$ cat config.mk
export PLATFORM = sky130hd
export DESIGN_NAME = timer_counter
export DESIGN_NICKNAME = d
export VERILOG_FILES = /design/src/rtl/timer_counter.sv
export SDC_FILE = /design/constraint.sdc
export NUM_CORES = 1
export LEC_CHECK = 0
export BUFFER_PORTS_ARGS = -buffer_cell sky130_fd_sc_hd__buf_2
export CAP_MARGIN = 20
export CELL_PAD_IN_SITES_DETAIL_PLACEMENT = 1
export CELL_PAD_IN_SITES_GLOBAL_PLACEMENT = 1
export CORE_MARGIN = 2
export CORE_UTILIZATION = 44
export CTS_BUF_LIST = sky130_fd_sc_hd__clkbuf_8
export DETAILED_ROUTE_END_ITERATION = 8
export PLACE_DENSITY_LB_ADDON = 0.1
export SLEW_MARGIN = 20
export SYNTH_ARGS = -nofsm -noshare
export SYNTH_HDL_FRONTEND = slang
export SYNTH_SLANG_ARGS = --single-unit
$ cat constraint.sdc
create_clock -name clk -period 5.8 [get_ports clk]
set_input_delay 1.74 -clock clk [delete_from_list [all_inputs] [get_ports clk]]
set_output_delay 1.74 -clock clk [all_outputs]
set_load 0.01 [all_outputs]
$ cat src/rtl/timer_counter.sv
// Memory-mapped countdown timer on the CPU data bus.
// Software programs CTRL and PRESET with ordinary stores. The timer counts
// COUNT down from PRESET and raises irq toward one CP0 HWInt bit.
// Mode 0 (and 2/3) is one-shot. Mode 1 reloads and pulses irq for one cycle.
module timer_counter #(
   parameter logic [31:0] BASE_ADDR = 32'h0000_7F00
) (
   input  logic        clk,
   input  logic        reset,
   input  logic [31:0] addr,
   input  logic        we,
   input  logic [31:0] din,
   output logic [31:0] dout,
   output logic        irq
);

   localparam logic [1:0] ST_IDLE = 2'd0;
   localparam logic [1:0] ST_LOAD = 2'd1;
   localparam logic [1:0] ST_CNT  = 2'd2;
   localparam logic [1:0] ST_INT  = 2'd3;

   localparam logic [1:0] OFS_CTRL   = 2'd0;
   localparam logic [1:0] OFS_PRESET = 2'd1;
   localparam logic [1:0] OFS_COUNT  = 2'd2;

   logic        en;
   logic [1:0]  mode;
   logic        im;
   logic [31:0] preset;
   logic [31:0] count;
   logic [1:0]  state;
   logic        irq_flag;

   logic        hit;
   logic [1:0]  sel;
   logic        ctrl_wr;
   logic        preset_wr;
   logic        unused_addr_bits;

   assign hit              = (addr[31:4] == BASE_ADDR[31:4]);
   assign sel              = addr[3:2];
   assign ctrl_wr          = we && hit && (sel == OFS_CTRL);
   assign preset_wr        = we && hit && (sel == OFS_PRESET);
   assign unused_addr_bits = ^addr[1:0];

   assign irq = im & irq_flag;

   // CTRL register; a software write takes priority over the one-shot En clear
   always_ff @(posedge clk) begin
      if (reset) begin
         en   <= 1'b0;
         mode <= 2'd0;
         im   <= 1'b0;
      end else if (ctrl_wr) begin
         en   <= din[0];
         mode <= din[2:1];
         im   <= din[3];
      end else if (state == ST_INT && mode != 2'd1) begin
         en   <= 1'b0;
      end
   end

   // PRESET register; only consumed when the FSM passes through LOAD
   always_ff @(posedge clk) begin
      if (reset) begin
         preset <= 32'd0;
      end else if (preset_wr) begin
         preset <= din;
      end
   end

   // Countdown FSM with COUNT and the interrupt flag; any CTRL write clears the flag
   always_ff @(posedge clk) begin
      if (reset) begin
         state    <= ST_IDLE;
         count    <= 32'd0;
         irq_flag <= 1'b0;
      end else begin
         case (state)
            ST_IDLE: begin
               if (en) begin
                  state <= ST_LOAD;
               end
            end
            ST_LOAD: begin
               count <= preset;
               state <= ST_CNT;
            end
            ST_CNT: begin
               if (!en) begin
                  state <= ST_IDLE;
               end else if (count > 32'd1) begin
                  count <= count - 32'd1;
               end else begin
                  count    <= 32'd0;
                  irq_flag <= 1'b1;
                  state    <= ST_INT;
               end
            end
            default: begin
               if (mode == 2'd1) begin
                  irq_flag <= 1'b0;
               end
               state <= ST_IDLE;
            end
         endcase
         if (ctrl_wr) begin
            irq_flag <= 1'b0;
         end
      end
   end

   // Combinational read mux; misses and the spare offset read as zero
   always_comb begin
      dout = 32'd0;
      if (hit) begin
         case (sel)
            OFS_CTRL:   dout = {28'd0, im, mode, en};
            OFS_PRESET: dout = preset;
            OFS_COUNT:  dout = count;
            default:    dout = 32'd0;
         endcase
      end
   end

endmodule
=== Yosys cells after proc, flatten, opt, wreduce, memory -nomap -nowiden ===
Cells that the tools add are included.

* ROM bits: 0
* Output and inout bits: 33
* Bits in latches: 0
* Word-level logic and storage cells: 52
* Memories kept: 0
* Register bits after elaboration: 71
* Bits in writable memories: 0
* Input port bits: 67

* Divide/modulo/power cells: 0
* Add/subtract/negate cells: 1
* Bitwise logic cells: 2
* Order comparisons: 1
* Muxes and demuxes: 15
* Shift operators: 0
* Equal/unequal tests: 12
* Reductions and logical operators: 14
* $mul: 0

{| class="wikitable"
|+ Operators with widths
! cell !! number
|-
| 32-bit 2-to-1 mux || 3
|-
| 32-bit one-hot mux with 3 select lines || 1
|-
| 32-bit one-hot mux with 2 select lines || 1
|-
| 32-bit by 1-bit greater-than comparator with 1-bit output (second input constant) || 1
|-
| 32-bit by 1-bit subtractor with 32-bit output (second input constant) || 1
|-
| 28-bit by 11-bit equality test with 1-bit output (second input constant) || 1
|-
| 2-bit by 1-bit equality test with 1-bit output (second input constant) || 3
|-
| 2-bit equality test (second input constant) || 3
|-
| 2-bit 2-to-1 mux || 3
|-
| 2-bit inequality test (second input constant) || 3
|-
| 2-bit one-hot mux with 3 select lines || 1
|-
| 2-bit nonzero test || 3
|-
| 1-bit 2-to-1 mux || 5
|-
| 1-bit logical AND || 4
|-
| 2-bit logical NOT || 2
|-
| 2-bit AND reduction || 2
|-
| 4-bit AND reduction || 1
|-
| 2-bit OR reduction || 2
|-
| 3-bit inequality test (second input constant) || 1
|-
| 2-bit by 1-bit inequality test with 1-bit output (second input constant) || 1
|-
| 1-bit one-hot mux with 2 select lines || 1
|-
| 1-bit AND || 1
|-
| 1-bit NOT || 1
|}

=== Longest topological paths before layout ===
Gate-level depths: netlist of the first run.

* Depth after elaboration: 4
* Depth in mapped cells: 8
* Gate-level depth less buffers: 7

=== Worst setup path before layout of the first run ===
Ideal clock, no wire load.

* Kind: in2out
* Start point: input port addr[3]
* End point: output port dout[21]
* Data arrival time: 3.000 ns
* Setup slack: 1.060 ns
* Cell stages on the path: 6
* Required time: 4.060 ns
* Cell sequence: clkbuf_1 > nor2b_1 > clkbuf_1 > buf_1 > a22oi_1 > nor2_1

* Word-level cells in the longest chain between the ends: 3
* Elaborated cells between the ends (all ways): 5
* Those cells by class: 2 x eq/ne; 2 x mux; 1 x reduce/logical

{| class="wikitable"
|+ Ends and longest elaborated chain
! what !! RTL line !! text
|-
| from (decl) || 10 || <nowiki>input logic [31:0] addr,</nowiki>
|-
| 2-bit equality test, or another cell as far along || 117 || <nowiki>case (sel)</nowiki>
|-
| 32-bit one-hot mux with 3 select lines * || 117 ||
|-
| 32-bit 2-to-1 mux * || 116 || <nowiki>if (hit) begin</nowiki>
|-
| to (decl) || 13 || <nowiki>output logic [31:0] dout,</nowiki>
|}

Mark *: on every way between the ends. The rest lies on a longest branch, timed or not.

=== Final worst setup path of the first run ===
* Start point: input port addr[5]
* End point: output port dout[26]

* Word-level cells in the longest chain between the ends: 2

{| class="wikitable"
|+ Ends and longest elaborated chain
! what !! RTL line !! text
|-
| 28-bit by 11-bit equality test with 1-bit output || 40 || <nowiki>assign hit = (addr[31:4] == BASE_ADDR[31:4]);</nowiki>
|-
| 32-bit 2-to-1 mux || 116 ||
|}

No other way between the ends.

==> impl_results.md, run 1 <==
* Outcome: completed
* Reg clk slew, reported paths at 70 ps
* Setup ws final at 702 ps
* Logic pwr share at 0.045
* Clock Path Buffers at 2
* Largest net degree at the start of global routing at between 40 and 50
* Net load switching power at 220 µW
* Post-route ant nets at 0
* Via count at 4,626
* Met2 Usage GRT at 0.468
* Hold Vio Cnt, Final at 0
* Hold-fix buffers, CTS at 0
* Slew HR at 0.289
* TritonRoute pass-1 iters at 5
* WP data arrival at 3360 ps
* Top-area cell type share of the netlist area at 0.327
* Crit path max fanout at 32
* Minimum clock period at 5100 ps
* Internal cell power at between 700 and 800 µW
* CP bufs+invs at 2
* Number of post-CTS setup repair buffers at 0
* Least-Margin Pin Slew at 1070 ps
* Switching portion of total power at 0.217
* Syn Inst Count at 547
* Initial antenna violation count at 0
* GR Layer Usage met1 at 0.364
* Post-Syn Area at 4340 µm²
* Die ar. at 10,700 µm²
* Crit path max-delay family: simple AND/OR/NAND/NOR gates
* Worst hold path class: flop to flop
* Residual DRC at 0
* Die X-Extent at 103 µm
* # diodes at 0
* Critical path required time at 4060 ps
* CTS tree: built
* Layout Skew at slightly above 9 ps
* First DRT Iteration DRCs at 207
* Leakage power at 1.99 nW
* Mean Syn Cell Area at 7.94 µm²
* Post_cts resized at 0
* Asr flop ratio synth at 0
* Ys flop type: dfxtp_1
* Final period utilization at 0.879
* Die Y at 103 µm
* Sequential fraction of the synthesis area at 0.327
* Final setup TNS at 0 ps
* Endpoint type of the worst setup path: output pin
* Post-synth EDFFs at 0
* Pwr Total at about 1.0 mW
* WS Path Type: input port to output pin
* Power density cells at 198 nW/µm²
* Crit path cell chain: buf_2, nor4b_1, nand4_1, or2_2, nor2_1, buf_2
* Area leader, netlist: dfxtp_1
* GPL Wtd Cong at 0.868
* Distinct cells, synth at 70
* CP max stage delay at 610 ps
* Clk pwr share at 0.475
* Hpwl dp at approximately 9.8 mm
* RSZ-0062 raised after global routing: false
* Crit start category: input port
* FF+latch count, synth at 71
* Critical path's most frequent cell: buf_2
* Final setup vio count at 0
* H-tree depth at 3
* Area grow syn2layout at 18.0%
* GR peak layer: met2
* Post-Place Worst Slack at slightly below 700 ps
* Pins Over Slew Limit at 0
* Synth cell count leaders: nor2_1 (87), dfxtp_1 (71), mux2i_1 (41), clkbuf_1 (34)
* DR WL/cell at ~19 µm
* Routed WL at between 10 and 15 mm
* GR Util met3 at 0.0444
* Global-route wire length before repair at 23.1 mm
* Max frequency at 196 MHz
* Post-DR vias/cell at 6.16
* PortBufs at 97
* Final core utilization at 0.529
* Layout cells sized above 1 at 0.228
* Vias in the first global route at ~4,500
* Initial Utilization at 0.448
* Number of CTS-inserted buffers at 9
* Top-count cell post-synth: nor2_1
* Hold WS at 514 ps
* Global-route usage over all layers at 0.276
* Clock sink count at 71
* Top cells by area, synth: dfxtp_1 (33%), mux2i_1 (9.4%), nor2_1 (7.5%)
* Grt ovf at 0
* Slowest cell on the critical path: or2_2
* Mapped Nets at 616
* Fin nets at 682
* Synth warn at 0
* Std cell rows at 36
* Core Footprint at 9680 µm²
* Sequential fraction of design power at 0.480
* MaxCap Viol Count at 0
* Clk Latency, worst-skew pair at 360 ps
* I/O Pins at 100
* Worst VDD drop at between 0.09 and 0.1 mV
* Root buffer cell: clkbuf_8
area by class of cell:
type | instances | area [µm²]
multi-input cells | 418 | 2700
repair buffers | 104 | 558
clock buffers | 13 | 179
clock inverters | 3 | 63.8
well taps | 133 | 166
fillers | 1238 | 4560
flip-flops and latches | 71 | 1420
inverters | 9 | 33.8
per-stage QoR:
| step | std cells | area, µm² |
|---|---|---|
| final | 751 | 5120 |
| after global routing | 751 | 5120 |
| after CTS | 750 | 5100 |
| after detailed placement | 734 | 4850 |
| after global placement | 734 | 4850 |
| after floorplan | 547 | 4340 |
cell usage in the layout (no fill, tap or decap), types with 4 or more instances in the layout:
cell,synthesis,routed
o32ai_1,4,4
inv_1,9,10
a211o_1,5,5
or4_1,4,4
mux2i_1,41,41
a31oi_1,16,16
nand2b_1,5,5
nor3_1,15,14
o21ai_0,4,4
a21oi_1,30,30
or3_1,8,8
buf_4,1,6
clkbuf_8,0,13
nor2_1,87,85
and3_1,10,10
nand2_1,27,27
buf_2,9,97
a22oi_1,30,30
nand4_1,5,5
or2_2,4,4
nand3_1,28,28
a32oi_1,4,4
o211ai_1,5,5
nor4_1,19,19
dfxtp_1,71,71
worst min-delay path, cell delays in order (launching register included):
cell and delay, ps:
dfxtp_1 330, nand3_1 70, a31oi_1 70
per-layer routing:
metal | wire, µm | vias up
met5 | 0 | -
met4 | 229 | 0
met3 | 894 | 18
met2 | 6870 | 168
met1 | 6340 | 2254
li1 | - | 2186
worst paths after layout:
check / depth (start not counted) / start / slack (ps) / to
setup / recovery: 6 / addr[5] / 700 / dout[26]
hold / removal: 2 / preset[22] / 510 / count[22]
setup reg to reg: 5 / count[16] / 2730 / count[2]
hold reg to reg: 2 / preset[22] / 510 / count[22]
cell families after synthesis:
kind of cell             share of synthesized area
adder cells (fa/ha/maj)                    0.00576
buffers and inverters                       0.0553
flip-flops                                   0.327
AO/OA/AOI/OAI                                0.216
AND/OR/NAND/NOR                              0.296
multiplexers                                0.0971
XOR/XNOR                                   0.00202
power groups by stage:
stage	Sequential [mW]	Clock, mW	Combinational, mW
floorplan	0.498	0	0.0177
global placement	0.498	0	0.0449
detailed placement	0.498	0	0.0466
CTS	0.487	0.488	0.0468
global route	0.487	0.507	0.0510
finish	0.487	0.482	0.0461
sequential cells by signal (all words and copies together) (netlist names):
signal and flops:
mode 2, state 2, irq_flag 1, im 1, count 32, en 1
preset 32
(Power assumes the default switching activity.)
==> inputs of run 2 (changes only) <==
--- a/config.mk
+++ b/config.mk
@@ -5,7 +5,7 @@
 export SDC_FILE = /design/constraint.sdc
 export NUM_CORES = 1
 export LEC_CHECK = 0
-export BUFFER_PORTS_ARGS = -buffer_cell sky130_fd_sc_hd__buf_2
+export BUFFER_PORTS_ARGS = -buffer_cell sky130_fd_sc_hd__clkbuf_2
 export CAP_MARGIN = 20
 export CELL_PAD_IN_SITES_DETAIL_PLACEMENT = 1
 export CELL_PAD_IN_SITES_GLOBAL_PLACEMENT = 1
==> impl_results.md, run 2 (synthesis gave the netlist of run 1 again) <==
* Critical path required time at 4060 ps (about the same)
* TritonRoute pass-1 iters at 5 (unchanged)
* H-tree depth at 3 (unchanged)
* Worst Hold Endpoint: count[30]
* RSZ-0062 raised after global routing: false
* Most frequent cells in the layout: clkbuf_2 (97), nor2_1 (85), dfxtp_1 (71), mux2i_1 (41)
* Worst Hold Depth at 2 (unchanged)
* DR WL/cell at 19.0 µm (-0.63%)
* Initial antenna violation count at 0 (unchanged)
* Number of post-CTS setup repair buffers at 0 (unchanged)
* Die ar. at 10,700 µm² (unchanged)
* Max frequency at 195 MHz (-0.47%)
* Vias in the first global route at 4,531 (+0.49%)
* Worst hold path class: flop to flop
* Endpoint type of the worst setup path: output pin
* Core Footprint at 9680 µm² (unchanged)
* Slew HR at 0.371 (+0.0825)
* Post-DR vias/cell at 6.07 (-1.4%)
* Crit start category: input port
* Power density cells at 179 nW/µm² (-9.9%)
* Leading cell type in the layout, fill and taps excluded: clkbuf_2
* Hold-fix buffers, CTS at 0 (unchanged)
* Root buffer cell: clkbuf_8
* Top Registers: count x32, preset x32
* Post_cts resized at 0 (unchanged)
* Initial Utilization at 0.448 (unchanged)
* Die Y at 103 µm (unchanged)
* Fin nets at 684 (+0.29%)
* Least-Margin Pin Slew at 941 ps (-125 ps)
* Setup ws final at 678 ps (-24.0 ps)
* Worst VDD drop at 0.168 mV (+70%)
* Leakage power at 1.95 nW (-2.4%)
* Final period utilization at 0.883 (+0.00414)
* Die X-Extent at 103 µm (unchanged)
* Final core utilization at 0.522 (-0.00723)
* Minimum clock period at 5120 ps (+24.0 ps)
* Std cell rows at 36 (unchanged)
* Clock sink count at 71 (unchanged)
* Post-route ant nets at 0 (unchanged)
* Layout cells sized above 1 at 0.229 (+0.000370)
* Clk Latency, worst-skew pair at 360 ps (about the same)
* WP data arrival at 3380 ps (+20 ps)
* WS Path Type: input port to output pin
* MaxCap Viol Count at 0 (unchanged)
* Layout Skew at 7.08 ps (-2.17 ps)
* Global-route wire length before repair at 23.0 mm (-0.63%)
* Reg clk slew, reported paths at 70 ps (about the same)
* Path depth of the worst reg2reg path at 5 (unchanged)
* Worst r2r dst: count[2]
* Post-Place Worst Slack at 629 ps (-58.8 ps)
* Number of CTS-inserted buffers at 9 (unchanged)
* Largest net degree at the start of global routing at 40 (-9.1%)
* Area grow syn2layout at 16.4%
* GPL Wtd Cong at 0.879 (+1.2%)
* Final setup TNS at 0 ps (unchanged)
* Reg2Reg Setup Slack at 2690 ps (-40 ps)
* Worst reg2reg startpoint: count[16]
* Global-route usage over all layers at 0.276 (about the same)
* # diodes at 0 (unchanged)
* Grt ovf at 0 (unchanged)
* Clock Path Buffers at 2 (unchanged)
* Pins Over Slew Limit at 0 (unchanged)
* I/O Pins at 100 (unchanged)
* Via count at 4,554 (-1.6%)
* Outcome: completed
* Final setup vio count at 0 (unchanged)
* PortBufs at 97 (unchanged)
* First DRT Iteration DRCs at 281 (+36%)
* CTS tree: built
* Hold Startpoint: preset[30]
* Residual DRC at 0 (unchanged)
* Hold Vio Cnt, Final at 0 (unchanged)
* Routed WL at 14.2 mm (-0.76%)
* Crit path max fanout at 32 (unchanged)
* Hpwl dp at 9.74 mm (-0.65%)
[run 2: worst max-delay path by stage]
stage                        from       end  slack [ps]
after global placement    addr[5]  dout[11]         730
after floorplan           addr[3]  dout[21]        1060
after detailed placement  addr[5]   dout[5]         630
after CTS                 addr[5]   dout[5]         620
after global routing      addr[5]  dout[11]         550
final                     addr[5]   dout[5]         680
[run 2: power breakdown]
part | leakage [nW] | internal, mW | switching, mW | total, mW
combinational | 1.28 | 0.0204 | 0.0264 | 0.0468
sequential | 0.571 | 0.487 | 0.000000000164 | 0.487
clock | 0.0902 | 0.183 | 0.186 | 0.368
[run 2: layer usage]
metal  part of all wire  vias up  global-route usage
li1                   -     2178                   -
met1               0.45     2209               0.360
met2               0.47      145               0.450
met3              0.055       22              0.0558
met4              0.020        0               0.104
met5                  0        -                   0
[run 2: area by class of cell]
class                      instances  area [µm²]
tap                              133         166
timing repair buffer             106         561
inverter                           9        33.8
clock buffer                      12         165
sequential                        71        1420
multi-input combinational        418        2700
clock inverter                     1        5.00
fill                            1233        4630
[run 2: worst max-delay path: stages]
cell and delay, ps:
clkbuf_2 80, nor4b_1 330, nand4_1 210, or2_2 610, nor2_1 240, clkbuf_2 160
[run 2: per-stage QoR]
stage | instances | cell area, µm² | hold slack (ps) | power, mW
4_1_cts | 749 | 5040 | 519 | 0.910
3_3_place_gp | 736 | 4870 | 494 | 0.544
5_1_grt | 750 | 5050 | 543 | 0.938
6_report | 750 | 5050 | 513 | 0.902
2_1_floorplan | 547 | 4340 | 465 | 0.516
3_5_place_dp | 736 | 4870 | 501 | 0.545
